**src/rtl/pipe_ctrl_pkg.sv**
```systemverilog
// Shared widths, stage indices and NOP encoding for the pipeline controller.
// Pure declarations: no latency, no flow control.
package pipe_ctrl_pkg;

  localparam int ADDR_W_DEF   = 32;
  localparam int NSTAGE_DEF   = 5;
  localparam int EX_STAGE_DEF = 2;
  localparam int MC_LAT_DEF   = 4;
  localparam int RA_W_DEF     = 5;

  localparam int STG_IF  = 0;
  localparam int STG_ID  = 1;
  localparam int STG_EX  = 2;
  localparam int STG_MEM = 3;
  localparam int STG_WB  = 4;

  // Instruction loaded into a flushed pipeline register (addi x0, x0, 0).
  localparam logic [31:0] NOP_INSN = 32'h0000_0013;

endpackage

```
**src/rtl/pipe_ctrl_if.sv**
```systemverilog
// Hazard/jump request bundle from the datapath and the stall/flush/redirect response.
// Wires only: no latency, no flow control of its own.
interface pipe_ctrl_if
  import pipe_ctrl_pkg::*;
#(
  parameter int ADDR_W = ADDR_W_DEF,
  parameter int NSTAGE = NSTAGE_DEF,
  parameter int RA_W   = RA_W_DEF
);

  logic [NSTAGE-1:0] hold_req_i;
  logic              jump_en_i;
  logic [ADDR_W-1:0] jump_addr_i;
  logic              ld_valid_i;
  logic [RA_W-1:0]   ld_rd_addr_i;
  logic [RA_W-1:0]   id_rs1_addr_i;
  logic [RA_W-1:0]   id_rs2_addr_i;
  logic              mc_start_i;
  logic [NSTAGE-1:0] stall_o;
  logic [NSTAGE-1:0] flush_o;
  logic              pc_jump_en_o;
  logic [ADDR_W-1:0] pc_jump_addr_o;
  logic              mc_busy_o;

  modport master (
    output hold_req_i, jump_en_i, jump_addr_i, ld_valid_i, ld_rd_addr_i,
           id_rs1_addr_i, id_rs2_addr_i, mc_start_i,
    input  stall_o, flush_o, pc_jump_en_o, pc_jump_addr_o, mc_busy_o
  );

  modport slave (
    input  hold_req_i, jump_en_i, jump_addr_i, ld_valid_i, ld_rd_addr_i,
           id_rs1_addr_i, id_rs2_addr_i, mc_start_i,
    output stall_o, flush_o, pc_jump_en_o, pc_jump_addr_o, mc_busy_o
  );

endinterface

```
**src/rtl/pipe_ctrl_mc_counter.sv**
```systemverilog
// Down-counter tracking the remaining cycles of a multi-cycle EX op.
// Busy from the cycle after start; a start while busy is ignored.
module mc_counter
  import pipe_ctrl_pkg::*;
#(
  parameter int MC_LAT = MC_LAT_DEF
) (
  input  logic                      clk,
  input  logic                      rst,
  input  logic                      start_i,
  output logic                      busy_o,
  output logic [$clog2(MC_LAT)-1:0] cnt_o
);

  localparam int CNT_W = $clog2(MC_LAT);

  logic [CNT_W-1:0] cnt_q;
  logic [CNT_W-1:0] cnt_d;

  always_comb begin
    cnt_d = cnt_q;
    if (cnt_q != '0) begin
      cnt_d = cnt_q - 1'b1;
    end else if (start_i) begin
      // The start cycle itself stalls EX, so only MC_LAT-1 further cycles remain.
      cnt_d = CNT_W'(MC_LAT - 1);
    end
  end

  always_ff @(posedge clk or negedge rst) begin
    if (!rst) begin
      cnt_q <= '0;
    end else begin
      cnt_q <= cnt_d;
    end
  end

  assign busy_o = (cnt_q != '0);
  assign cnt_o  = cnt_q;

endmodule

```
**src/rtl/pipe_ctrl.sv**
```systemverilog
// Pipeline controller: merges holds, load-use, multi-cycle ops and jumps into stall/flush vectors.
// Jumps redirect combinationally; a jump seen while EX stalls is held and issued once EX frees.
module pipe_ctrl
  import pipe_ctrl_pkg::*;
#(
  parameter int ADDR_W   = ADDR_W_DEF,
  parameter int NSTAGE   = NSTAGE_DEF,
  parameter int EX_STAGE = EX_STAGE_DEF,
  parameter int MC_LAT   = MC_LAT_DEF,
  parameter int RA_W     = RA_W_DEF
) (
  input  logic     clk,
  input  logic     rst,
  pipe_ctrl_if.slave bus
);

  localparam int CNT_W = $clog2(MC_LAT);

  logic              mc_busy;
  logic [CNT_W-1:0]  mc_cnt;
  logic              mc_go;
  logic [NSTAGE-1:0] req;
  logic [NSTAGE-1:0] stall;
  logic [NSTAGE-1:0] flush;
  logic              ex_stalled;
  logic              jt;
  logic              lu;

  logic              pend_en_q;
  logic              pend_en_d;
  logic [ADDR_W-1:0] pend_addr_q;
  logic [ADDR_W-1:0] pend_addr_d;

  mc_counter #(.MC_LAT(MC_LAT)) u_mc_counter (
    .clk     (clk),
    .rst     (rst),
    .start_i (bus.mc_start_i),
    .busy_o  (mc_busy),
    .cnt_o   (mc_cnt)
  );

  always_comb begin
    req           = bus.hold_req_i;
    mc_go         = bus.mc_start_i & (mc_cnt == '0);
    req[EX_STAGE] = req[EX_STAGE] | mc_busy | mc_go;

    // EX-and-downstream stall never depends on the load-use term, so jt can be resolved first.
    ex_stalled = |req[NSTAGE-1:EX_STAGE];
    jt         = (bus.jump_en_i | pend_en_q) & ~ex_stalled;

    lu = bus.ld_valid_i & (bus.ld_rd_addr_i != '0) &
         ((bus.ld_rd_addr_i == bus.id_rs1_addr_i) |
          (bus.ld_rd_addr_i == bus.id_rs2_addr_i)) & ~jt;
    req[EX_STAGE-1] = req[EX_STAGE-1] | lu;

    stall[NSTAGE-1] = req[NSTAGE-1];
    for (int k = NSTAGE - 2; k >= 0; k--) begin
      stall[k] = req[k] | stall[k+1];
    end

    flush = '0;
    for (int k = 1; k < NSTAGE; k++) begin
      flush[k] = stall[k-1] & ~stall[k];
    end

    if (jt) begin
      for (int k = 0; k <= EX_STAGE; k++) begin
        stall[k] = 1'b0;
        flush[k] = 1'b1;
      end
    end
  end

  always_comb begin
    pend_en_d   = pend_en_q;
    pend_addr_d = pend_addr_q;
    if (jt) begin
      pend_en_d = 1'b0;
    end else if (bus.jump_en_i & ex_stalled & ~pend_en_q) begin
      pend_en_d   = 1'b1;
      pend_addr_d = bus.jump_addr_i;
    end
  end

  always_ff @(posedge clk or negedge rst) begin
    if (!rst) begin
      pend_en_q   <= 1'b0;
      pend_addr_q <= '0;
    end else begin
      pend_en_q   <= pend_en_d;
      pend_addr_q <= pend_addr_d;
    end
  end

  // Outputs are forced low during reset, including the combinational pass-through paths.
  assign bus.stall_o        = rst ? stall : '0;
  assign bus.flush_o        = rst ? flush : '0;
  assign bus.pc_jump_en_o   = rst & jt;
  assign bus.pc_jump_addr_o = rst ? (pend_en_q ? pend_addr_q : bus.jump_addr_i) : '0;
  assign bus.mc_busy_o      = rst & mc_busy;

endmodule
```
**src/flat_wrapper.sv**
```systemverilog
// flat-port wrapper written by rule: the top's interface ports become plain ports
module pipe_ctrl_flat import pipe_ctrl_pkg::*;
#(
  parameter int ADDR_W   = ADDR_W_DEF,
  parameter int NSTAGE   = NSTAGE_DEF,
  parameter int EX_STAGE = EX_STAGE_DEF,
  parameter int MC_LAT   = MC_LAT_DEF,
  parameter int RA_W     = RA_W_DEF
)
  (clk, rst, bus_hold_req_i, bus_jump_en_i, bus_jump_addr_i, bus_ld_valid_i, bus_ld_rd_addr_i, bus_id_rs1_addr_i, bus_id_rs2_addr_i, bus_mc_start_i, bus_stall_o, bus_flush_o, bus_pc_jump_en_o, bus_pc_jump_addr_o, bus_mc_busy_o);
  pipe_ctrl_if #(.ADDR_W(ADDR_W), .NSTAGE(NSTAGE), .RA_W(RA_W)) bus_i ();
  input  logic clk;
  input  logic rst;
  input wire logic [$bits(bus_i.hold_req_i)-1:0] bus_hold_req_i;
  input wire logic [$bits(bus_i.jump_en_i)-1:0] bus_jump_en_i;
  input wire logic [$bits(bus_i.jump_addr_i)-1:0] bus_jump_addr_i;
  input wire logic [$bits(bus_i.ld_valid_i)-1:0] bus_ld_valid_i;
  input wire logic [$bits(bus_i.ld_rd_addr_i)-1:0] bus_ld_rd_addr_i;
  input wire logic [$bits(bus_i.id_rs1_addr_i)-1:0] bus_id_rs1_addr_i;
  input wire logic [$bits(bus_i.id_rs2_addr_i)-1:0] bus_id_rs2_addr_i;
  input wire logic [$bits(bus_i.mc_start_i)-1:0] bus_mc_start_i;
  output wire logic [$bits(bus_i.stall_o)-1:0] bus_stall_o;
  output wire logic [$bits(bus_i.flush_o)-1:0] bus_flush_o;
  output wire logic [$bits(bus_i.pc_jump_en_o)-1:0] bus_pc_jump_en_o;
  output wire logic [$bits(bus_i.pc_jump_addr_o)-1:0] bus_pc_jump_addr_o;
  output wire logic [$bits(bus_i.mc_busy_o)-1:0] bus_mc_busy_o;
  assign bus_i.hold_req_i = bus_hold_req_i;
  assign bus_i.jump_en_i = bus_jump_en_i;
  assign bus_i.jump_addr_i = bus_jump_addr_i;
  assign bus_i.ld_valid_i = bus_ld_valid_i;
  assign bus_i.ld_rd_addr_i = bus_ld_rd_addr_i;
  assign bus_i.id_rs1_addr_i = bus_id_rs1_addr_i;
  assign bus_i.id_rs2_addr_i = bus_id_rs2_addr_i;
  assign bus_i.mc_start_i = bus_mc_start_i;
  assign bus_stall_o = bus_i.stall_o;
  assign bus_flush_o = bus_i.flush_o;
  assign bus_pc_jump_en_o = bus_i.pc_jump_en_o;
  assign bus_pc_jump_addr_o = bus_i.pc_jump_addr_o;
  assign bus_mc_busy_o = bus_i.mc_busy_o;
  pipe_ctrl #(.ADDR_W(ADDR_W), .NSTAGE(NSTAGE), .EX_STAGE(EX_STAGE), .MC_LAT(MC_LAT), .RA_W(RA_W)) u_core (.clk(clk), .rst(rst), .bus(bus_i));
endmodule
```
**config.mk**
```make
export PLATFORM = sky130hd
export DESIGN_NAME = pipe_ctrl_flat
export DESIGN_NICKNAME = d
export VERILOG_FILES = /design/src/rtl/pipe_ctrl_pkg.sv /design/src/rtl/pipe_ctrl_if.sv /design/src/rtl/pipe_ctrl_mc_counter.sv /design/src/rtl/pipe_ctrl.sv /design/src/flat_wrapper.sv
export SDC_FILE = /design/constraint.sdc
export NUM_CORES = 1
export LEC_CHECK = 0
export CAP_MARGIN = 25
export CORE_MARGIN = 2
export CORE_UTILIZATION = 42
export DETAILED_ROUTE_END_ITERATION = 8
export PLACE_DENSITY = 0.9
export SLEW_MARGIN = 20
export SYNTH_ARGS = -nofsm -noshare
export SYNTH_HDL_FRONTEND = slang
export SYNTH_SLANG_ARGS = --single-unit
export TNS_END_PERCENT = 5
```
**constraint.sdc**
```tcl
create_clock -name clk -period 2.09 [get_ports clk]
set_input_delay 0.5225 -clock clk [delete_from_list [all_inputs] [get_ports clk]]
set_output_delay 0.5225 -clock clk [all_outputs]
set_load 0.02 [all_outputs]
```
==> reports/results.tsv <==
metric	value	unit
row_count	26	
place_hpwl	4060	µm
seqPwrFrac	34.9	%
top_usage_layer	met2	
path_clk_slew	0.07	ns
yosys.area_share.simple	15.6	%
endpoint	bus_stall_o[1]	
setup_ws	-0.301	ns
cts_max_path_buffers	2	
antenna_found_initial	0	
ys_seq_area_share	38.5	%
drc	0	
syn_inst	188	
worst-path-max-fanout	3	
yosys.area.top_type	dfrtp_1	
area_growth	59.8	%
relSlewSlack	81.7	%
timing.rr.end	u_core.pend_addr_q[13]$_DFFE_PN0P_	
grt.met3_usage	4.42	%
peakVddDrop	0.588	mV
synth_top_family_by_area	multiplexers	
yosys-top-cells-count	dfrtp_1 (35), nor2b_1 (33), mux2i_1 (32)	
wl_per_cell	14.2	µm
die_w	77.6	µm
final_layout_size_suffix_gt1_share	41.4	%
gr-total-overflow	0	
seq_area	877	µm²
min_period	2.39	ns
die_y	77.6	µm
r2r_cells	10	
drtIter0Drc	56	
crit_start	bus_ld_rd_addr_i[1]	
grt_max_degree	27	
p_sw_share	33.3	%
tightest_slew	0.272	ns
synth-seq-cells	35	
cts_sinks	35	
core	0.00517	mm²
grt_pass1_vias	1898	
synth.top_cell.area_share	38.5	%
antenna_cells	0	
p_switching	1150	µW
synth_compound_area_share	2.31	%
place_inst	370	
synthMostInstantiatedCell	dfrtp_1	
cellLeakagePower	0.00187	µW
yosys.area_share.xor_xnor	3.85	%
setup_viol	8	
cp_top_family	buffers and inverters	
cp-end-kind	output pin	
cp.arrival	1.87	ns
gp_congestion	0.714	
synth-edff-count	0	
dp_slack	-1.07	ns
synth_ff_type	dfrtp_1	
dr_total_vias	1826	
tritoncts	built	
finalClockSkew	0.00568	ns
finalNetCount	371	
final_hold_viol_count	0	
cts_root_buf	clkbuf_8	
wirelength	5450	µm
drtAntennaViolNets	0	
finalCritPeriodShare	114	%
port_buffers	100	
start_util	44.0	%
h-tree-depth	2	
dr.pass1.iters	4	
combPwrFrac	49.7	%
synth.avg_cell_area	12.1	µm²
crit_required	1.57	ns
slowest_delay	0.21	ns
cpMaxStageDelayCell	nor3_2	
yosys.cell_types.count	32	
p_clk_share	15.4	%
instances_no_fill	384	
cell_internal_pwr	2310	µW
viasPerCell	4.76	
async_reset_ff_share	100	%
worst-path-buf-inv	3	
r2r-start	u_core.u_mc_counter.cnt_o[1]$_DFFE_PN0P_	
yosys.area_share.adder	0.550	%
synth.mux.area_fraction	35.3	%
grtUsageMet1	22.7	%
regToRegSetupSlack	0.05	ns
startpoint_type	primary input	
crit_chain	clkbuf_2, xnor2_1, nand3_1, nor3_2, o221ai_2, buf_4, a31oi_1, buf_2	
mappedNetlistArea	0.00228	mm²
max-cap-violations	0	
ios	101	
rsz0062_at_grt	true	
grtUsageTotal	18.0	%
yosys_warnings	0	
grt_pass1_wl	8760	µm
critPathKind	in2out	
violations	setup timing	
use_met2	30.9	%
die-area	0.00602	mm²
synthTopCellsByArea	dfrtp_1 (38%), mux2_4 (20%), mux2i_1 (14%)	
synthesis.nets	246	
crit_cells	8	
finalMaxSlewViolations	0	
status	finished with violations	
clk_latency	0.28	ns
hold_path.class	in2async	
powerDensity	952	mW/mm²
multi_input_area	0.00141	mm²
ctsHoldBuffers	0	
cts_made_buffers	5	
fillers	379	
max_freq	418	MHz
[metrics by stage]
step / util (%) / total power, µW / setup TNS [ns] / hold WS [ns] / cell area [µm²]
4_1_cts: 69.8 / 3430 / -2.31 / 0.221 / 3610
3_3_place_gp: 68.1 / 2940 / -20.48 / 0.491 / 3520
2_1_floorplan: - / 2260 / -0.142 / 0.227 / 2280
6_report: 70.3 / 3460 / -1.21 / 0.233 / 3640
5_1_grt: 70.3 / 3670 / -1.98 / 0.232 / 3640
3_5_place_dp: 68.1 / 3000 / -21.27 / 0.493 / 3520
[cell usage in the layout (no fill, tap or decap), types with 2 or more instances in the layout]
master and count:
clkdlybuf4s50_1 36, dfrtp_1 34, nor2b_1 33, mux2i_1 32, mux2_4 31, buf_4 25, clkbuf_2 24, clkdlybuf4s15_1 17
dlygate4sd2_1 8, clkbuf_8 7, buf_6 7, nor2_1 5, buf_2 5, xnor2_2 4, xor2_1 4, dlymetal6s2s_1 4
buf_12 4, inv_2 2, xnor2_1 2, nand3_1 2, nor3_2 2, nand2_2 2, a31oi_1 2, mux2_2 2
[repair_timing]
item | CTS | global route
setup endpoints to repair | 44 | 68
gates resized for setup | 105 | 91
gates cloned | 0 | 0
pin swaps | 14 | 18
setup buffers | 4 | 2
[metal layers]
layer  vias up  part of all wire, %
li1        898                    -
met2        65                   51
met4         0                 0.83
met3         8                  6.3
met5         -                    0
met1       855                   41
[kinds of logic (layout without fill, tap and decap cells)]
family | Yosys count | in the layout
AOI/OAI and AO/OA | 8 | 8
xor gates and xnor gates | 10 | 10
adders and majority gates | 1 | 1
buffers and inverters | 15 | 141
DFF | 35 | 35
muxes | 65 | 65
and+or+nand+nor | 54 | 54
[worst min path at each step]
stage,endpoint,cells past startpoint
floorplan,u_core.pend_addr_q[0]$_DFFE_PN0P_,0
global placement,u_core.pend_addr_q[13]$_DFFE_PN0P_,1
detailed placement,u_core.pend_addr_q[21]$_DFFE_PN0P_,1
CTS,u_core.pend_addr_q[7]$_DFFE_PN0P_,2
global route,u_core.pend_addr_q[6]$_DFFE_PN0P_,2
finish,u_core.pend_addr_q[7]$_DFFE_PN0P_,2
[power groups by stage]
stage	registers [µW]	logic (µW)	clock network, µW
floorplan	1140	1120	0
global placement	1180	1750	0
detailed placement	1200	1800	0
CTS	1200	1680	550
global route	1250	1850	577
finish	1210	1720	532
[final cells by class]
type,count,share of cell area (%)
Clock buffer,7,2.65
Timing Repair Buffer,130,31.4
Tap cell,70,2.41
Sequential cell,35,24.1
Multi-Input combinational cell,138,38.9
Clock inverter,1,0.206
Inverter,3,0.310
[sequential cells by signal, indices dropped and copies added, names as in the netlist]
name,count
u_core.pend_addr_q,32
u_core.pend_en_q,1
u_core.u_mc_counter.cnt_o,2
Power figures use the tool's default switching activity.
